[src/rtl/pc_pkg.sv]
// Shared types and defaults for the IF-stage program-counter sequencer.
package pc_pkg;

    localparam int unsigned PC_W_DEF      = 32;
    localparam int unsigned STEP_DEF      = 4;
    localparam int unsigned ALIGN_B_DEF   = 2;
    localparam int unsigned RAS_DEPTH_DEF = 4;

    typedef enum logic {
        IDLE = 1'b0,
        RUN  = 1'b1
    } pc_state_e;

    // Next-pc source, one per priority level
    typedef enum logic [2:0] {
        SEL_SEQ  = 3'd0,
        SEL_HOLD = 3'd1,
        SEL_JMP  = 3'd2,
        SEL_BR   = 3'd3,
        SEL_EXC  = 3'd4
    } pc_sel_e;

endpackage : pc_pkg

[src/rtl/pc_ras.sv]
// Circular return-address stack; a push when full overwrites the oldest entry.
module pc_ras #(
    parameter int unsigned PC_W  = 32,
    parameter int unsigned DEPTH = 4
) (
    input  logic            clk_i,
    input  logic            rst_i,
    input  logic            push_i,
    input  logic            pop_i,
    input  logic [PC_W-1:0] push_data_i,
    output logic [PC_W-1:0] top_c,
    output logic            empty_c
);

    localparam int unsigned PTR_W = (DEPTH > 1) ? $clog2(DEPTH) : 1;
    localparam int unsigned CNT_W = $clog2(DEPTH + 1);
    localparam logic [CNT_W-1:0] CNT_MAX = CNT_W'(DEPTH);

    logic [PC_W-1:0]  mem_q [DEPTH];
    logic [PTR_W-1:0] ptr_q;
    logic [CNT_W-1:0] cnt_q;
    logic [PTR_W-1:0] ptr_pop;
    logic [CNT_W-1:0] cnt_pop;
    logic             do_pop;

    assign empty_c = (cnt_q == '0);
    assign top_c   = mem_q[ptr_q - PTR_W'(1)];
    assign do_pop  = pop_i && !empty_c;

    // Pop is applied first so a same-cycle pop+push replaces the top entry
    assign ptr_pop = do_pop ? ptr_q - PTR_W'(1) : ptr_q;
    assign cnt_pop = do_pop ? cnt_q - CNT_W'(1) : cnt_q;

    always_ff @(posedge clk_i or posedge rst_i) begin
        if (rst_i) begin
            ptr_q <= '0;
            cnt_q <= '0;
            for (int i = 0; i < int'(DEPTH); i++) begin
                mem_q[i] <= '0;
            end
        end else if (push_i) begin
            mem_q[ptr_pop] <= push_data_i;
            ptr_q          <= ptr_pop + PTR_W'(1);
            cnt_q          <= (cnt_pop == CNT_MAX) ? CNT_MAX : cnt_pop + CNT_W'(1);
        end else begin
            ptr_q <= ptr_pop;
            cnt_q <= cnt_pop;
        end
    end

endmodule : pc_ras

[src/rtl/pc_sequencer.sv]
// IF-stage program counter: IDLE/RUN control, stall hold and prioritised aligned redirects.
// Define PC_RAS_EN to add the return-address stack behind call/return jumps.
module pc_sequencer
    import pc_pkg::*;
#(
    parameter int unsigned     PC_W      = PC_W_DEF,
    parameter int unsigned     STEP      = STEP_DEF,
    parameter int unsigned     ALIGN_B   = ALIGN_B_DEF,
    parameter logic [PC_W-1:0] RESET_VEC = '0,
    parameter logic [PC_W-1:0] EXC_VEC   = PC_W'(32'h0000_0080),
    parameter int unsigned     RAS_DEPTH = RAS_DEPTH_DEF
) (
    input  logic            clk_i,
    input  logic            rst_i,
    input  logic            start_i,
    input  logic            stall_i,
    input  logic            exc_i,
    input  logic            br_taken_i,
    input  logic [PC_W-1:0] br_target_i,
    input  logic            jmp_i,
    input  logic [PC_W-1:0] jmp_target_i,
    input  logic            call_i,
    input  logic            ret_i,
    output logic [PC_W-1:0] pc_o,
    output logic            valid_o,
    output logic            misalign_o
);

    localparam logic [PC_W-1:0] ALIGN_MASK = {PC_W{1'b1}} << ALIGN_B;
    localparam logic [PC_W-1:0] STEP_V     = PC_W'(STEP);

    pc_state_e       state_q, state_d;
    logic [PC_W-1:0] pc_q, pc_d;
    logic            valid_q, valid_d;
    logic            misalign_q, misalign_d;
    pc_sel_e         sel;
    logic [PC_W-1:0] raw_tgt;
    logic [PC_W-1:0] jmp_tgt_c;
    logic [PC_W-1:0] pc_seq_c;

    assign pc_seq_c = pc_q + STEP_V;

`ifdef PC_RAS_EN
    logic [PC_W-1:0] ras_top;
    logic            ras_empty;
    logic            ras_push;
    logic            ras_pop;

    // Stack only moves when the jump actually wins priority
    assign ras_push  = (sel == SEL_JMP) && call_i;
    assign ras_pop   = (sel == SEL_JMP) && ret_i;
    assign jmp_tgt_c = (ret_i && !ras_empty) ? ras_top : jmp_target_i;

    pc_ras #(
        .PC_W  (PC_W),
        .DEPTH (RAS_DEPTH)
    ) u_ras (
        .clk_i       (clk_i),
        .rst_i       (rst_i),
        .push_i      (ras_push),
        .pop_i       (ras_pop),
        .push_data_i (pc_seq_c),
        .top_c       (ras_top),
        .empty_c     (ras_empty)
    );
`else
    logic        unused_ras;
    logic [31:0] unused_depth;

    assign jmp_tgt_c    = jmp_target_i;
    assign unused_ras   = call_i ^ ret_i;
    assign unused_depth = 32'(RAS_DEPTH);
`endif

    // Next-state, priority select and next-pc computation
    always_comb begin
        state_d    = state_q;
        pc_d       = pc_q;
        valid_d    = 1'b0;
        misalign_d = 1'b0;
        sel        = SEL_HOLD;
        raw_tgt    = pc_q;

        case (state_q)
            IDLE: begin
                if (start_i) begin
                    state_d = RUN;
                    valid_d = 1'b1;
                end
            end
            default: begin
                if (!start_i) begin
                    state_d = IDLE;
                end else begin
                    valid_d = 1'b1;
                    if (exc_i)           sel = SEL_EXC;
                    else if (br_taken_i) sel = SEL_BR;
                    else if (jmp_i)      sel = SEL_JMP;
                    else if (stall_i)    sel = SEL_HOLD;
                    else                 sel = SEL_SEQ;
                end
            end
        endcase

        case (sel)
            SEL_EXC: raw_tgt = EXC_VEC;
            SEL_BR:  raw_tgt = br_target_i;
            SEL_JMP: raw_tgt = jmp_tgt_c;
            default: raw_tgt = pc_q;
        endcase

        if (sel == SEL_EXC || sel == SEL_BR || sel == SEL_JMP) begin
            pc_d       = raw_tgt & ALIGN_MASK;
            misalign_d = |(raw_tgt & ~ALIGN_MASK);
        end else if (sel == SEL_SEQ) begin
            pc_d = pc_seq_c;
        end
    end

    always_ff @(posedge clk_i or posedge rst_i) begin
        if (rst_i) begin
            state_q    <= IDLE;
            pc_q       <= RESET_VEC;
            valid_q    <= 1'b0;
            misalign_q <= 1'b0;
        end else begin
            state_q    <= state_d;
            pc_q       <= pc_d;
            valid_q    <= valid_d;
            misalign_q <= misalign_d;
        end
    end

    assign pc_o       = pc_q;
    assign valid_o    = valid_q;
    assign misalign_o = misalign_q;

endmodule : pc_sequencer

[config.mk]
export PLATFORM = sky130hd
export DESIGN_NAME = pc_sequencer
export DESIGN_NICKNAME = d
export VERILOG_FILES = /design/src/rtl/pc_pkg.sv /design/src/rtl/pc_ras.sv /design/src/rtl/pc_sequencer.sv
export SDC_FILE = /design/constraint.sdc
export NUM_CORES = 1
export LEC_CHECK = 0
export ABC_CLOCK_PERIOD_IN_PS = 2300
export CELL_PAD_IN_SITES_DETAIL_PLACEMENT = 2
export CELL_PAD_IN_SITES_GLOBAL_PLACEMENT = 2
export CORE_MARGIN = 2
export CORE_UTILIZATION = 23
export DETAILED_ROUTE_END_ITERATION = 12
export GPL_TIMING_DRIVEN = 0
export HOLD_SLACK_MARGIN = 0.08
export PLACE_DENSITY = 0.92
export REMOVE_ABC_BUFFERS = 1
export SLEW_MARGIN = 20
export SYNTH_ARGS = -nofsm -noshare
export SYNTH_HDL_FRONTEND = slang
export SYNTH_SLANG_ARGS = --single-unit
[constraint.sdc]
create_clock -name clk_i -period 2.3 [get_ports clk_i]
set_input_delay 0.46 -clock clk_i [delete_from_list [all_inputs] [get_ports clk_i]]
set_output_delay 0.46 -clock clk_i [all_outputs]
set_load 0.05 [all_outputs]
==> summary.md <==
| Metric | Value |
|---|---|
| Share of the synthesized area in the top cell type | `0.370` |
| Total GRT Usage | `0.189` |
| Critical path startpoint category | `register` |
| Worst path required time | `1.84 ns` |
| CTS Buf Count | `5` |
| TNS Setup | `0 ns` |
| Placed cell area | `3320 um^2` |
| Commonest cells in the netlist | `dfrtp_1 (32), nand3_1 (24), nand2_1 (17), o21ai_0 (17), a22oi_1 (12)` |
| Crit end category | `primary output` |
| Max incr delay on CP | `0.87 ns` |
| Rows | `35` |
| Final Critical Period | `2.15 ns` |
| CTS tree | `done` |
| Total wire length | `9360 um` |
| Final period util | `0.934` |
| Skew-Pair Late Insertion Delay | `0.30 ns` |
| Clk root buf | `clkbuf_8` |
| Starting density of the core | `0.236` |
| Final hold violations | `0` |
| Largest area contributor in the netlist | `dfrtp_1` |
| Residual DRC | `0` |
| Drt via density | `5.47` |
| Async set-reset flop share out of synthesis | `1.00` |
| Netlist Area Pre-Place | `2170 um^2` |
| RSZ-0062 raised after global routing | `no` |
| DIE AREA | `10200 um^2` |
| CORE AREA | `9200 um^2` |
| MaxCap Viol Count | `0` |
| Final HPWL DP | `7080 um` |
| Nets@finish | `414` |
| Synthesized instance count | `233` |
| Die W | `101 um` |
| Crit Path Max Fanout | `8` |
| Synth cell types | `50` |
| Critical path cell sequence | `clkdlybuf4s50_1` |
| Die H | `slightly above 100 um` |
| Routed length per instance | `20.7 um` |
| Layout cells sized above 1 | `0.126` |
| Sequential-to-total area share from yosys stat | `0.370` |
| Layout fillers | `1009` |
| FF+latch count, synth | `32` |
| First-pass GRT wire length | `between 10000 and 15000 um` |
| Number of flops mapped to enable cells by yosys | `0` |
| Post-synth top flop | `dfrtp_1` |
| Clock tree buffer depth | `2` |
| Vias in the first global route | `2625` |
| Area delta synth->final | `62.8%` |
| Hold crit path type | `in -> async` |
| # setup viols final | `0` |
| Buffers added on ports | `102` |
| Fin Clk Skew | `0.00944 ns` |
| Status | `finished clean` |
| Leak Pwr | `~0.0013 uW` |
| TritonRoute pass-1 iters | `4` |
| Post-route ant nets | `0` |
| Highest-delay cell along the critical path | `clkdlybuf4s50_1` |
| Measured slew at the worst slew-check pin | `0.724 ns` |
| IO Count | `approximately 110` |
| Total number of vias | `2471` |
| DR iter-0 viols | `98` |
| WP buf/inv | `1` |
| Most frequent cell after synthesis | `dfrtp_1` |
| Antenna violations before repair | `0` |
| Ranking of synthesized cells by area | `dfrtp_1 (37%), nand3_1 (5.5%), a222oi_1 (4.6%)` |
| RePlAce Congestion | `0.803` |
| Final core utilization | `0.384` |
| Top delay family on crit path | `buffers and inverters` |
| Clock Pin Slew Worst Setup and Hold Paths | `around 0.070 ns` |
| WS Path Type | `reg -> out` |
| FMAX | `between 400 and 500 MHz` |
| # diodes | `0` |
| Syn avg cell area | `9.30 um^2` |
| Grt ovf | `0` |
| Slew Viols, Final | `0` |
| Finished Cell Area | `3530 um^2` |
| Warnings from Yosys | `0` |
| WP data arrival | `1.69 ns` |
| Final Power | `2020 uW` |
| VDD IR-drop max | `0.230 mV` |
| Worst slew margin | `0.516` |
| Largest net degree at the start of global routing | `33` |
| PwrDens | `573 nW/um^2` |
| CTS H-tree depth | `2` |
| Total clock sinks | `32` |
logic make-up (layout without fill, tap and decap cells):
group / count (synthesis) / after routing / share of synthesized area
AOI/OAI and AO/OA: 71 / 71 / 0.240
xor gates and xnor gates: 13 / 13 / 0.0525
adders and majority gates: 1 / 1 / 0.00577
buffers and inverters: 17 / 124 / 0.0393
DFF: 32 / 32 / 0.370
muxes: 1 / 1 / 0.00462
other: 1 / 2 / 0.00173
and+or+nand+nor: 97 / 97 / 0.286
cell type report:
| cell class | instances | area, um^2 | share of cell area |
|---|---|---|---|
| Inverter | 3 | 11.3 | 0.00319 |
| Tap cell | 111 | 139 | 0.0394 |
| Multi-Input combinational cell | 185 | 1360 | 0.385 |
| Clock inverter | 2 | 35.0 | 0.00993 |
| Sequential cell | 32 | 801 | 0.227 |
| Timing Repair Buffer | 113 | 1110 | 0.315 |
| Clock buffer | 6 | 72.6 | 0.0206 |
layout by cell type (no fill, tap or decap), drive strengths merged, types with 6 or more instances in the layout:
master	instances
a222oi	10
dfrtp	32
clkbuf	6
clkdlybuf4s50	102
xor2	7
nor4	9
xnor2	6
and3	8
nor3	7
a22oi	12
o21ai	20
nand2	17
nand3	25
nor2	8
nand4	9
a221oi	6
buf	11
metal layers:
metal  GRT usage  wire length, um  vias up
li1            -                -     1149
met1       0.235             3980     1243
met2       0.335             4850       69
met3      0.0381              410       10
met4      0.0437              120        0
met5           0                0        -
where the power goes:
group | switching [uW] | internal [uW]
logic | 424 | 302
registers | 116 | 625
clock network | 232 | 322
worst paths after layout:
kind	startpoint	end	slack, ns	cells after the start
max	pc_o[14]	pc_o[14]	0.15	1
min	rst_i	pc_o[18]	0.61	2
max in group asynchronous	rst_i	pc_o[12]	1.22	2
min in group clk_i	pc_o[29]	pc_o[29]	0.63	2
min reg2reg	pc_o[29]	pc_o[29]	0.63	2
max reg2reg	pc_o[2]	pc_o[30]	0.17	6
flip-flops by register name (all words and copies together) (netlist names):
register	cells
misalign_o	1
pc_o	30
valid_o	1
timing repair:
action	CTS	global route
hold buffers	0	0
cloned	0	0
resized for setup	6	7
setup buffers	1	4
endpoints found under the setup margin	25	27
pin swaps	1	2
through the flow:
step | instances | setup WS, ns | hold slack, ns
global route | 452 | 0.0231 | 0.675
detailed placement | 439 | -0.674 | 0.584
finish | 452 | 0.153 | 0.610
floorplan | 220 | -1.72 | 0.491
CTS | 448 | -0.0514 | 0.633
global placement | 433 | -4.24 | 0.559
(Power assumes the default switching activity.)
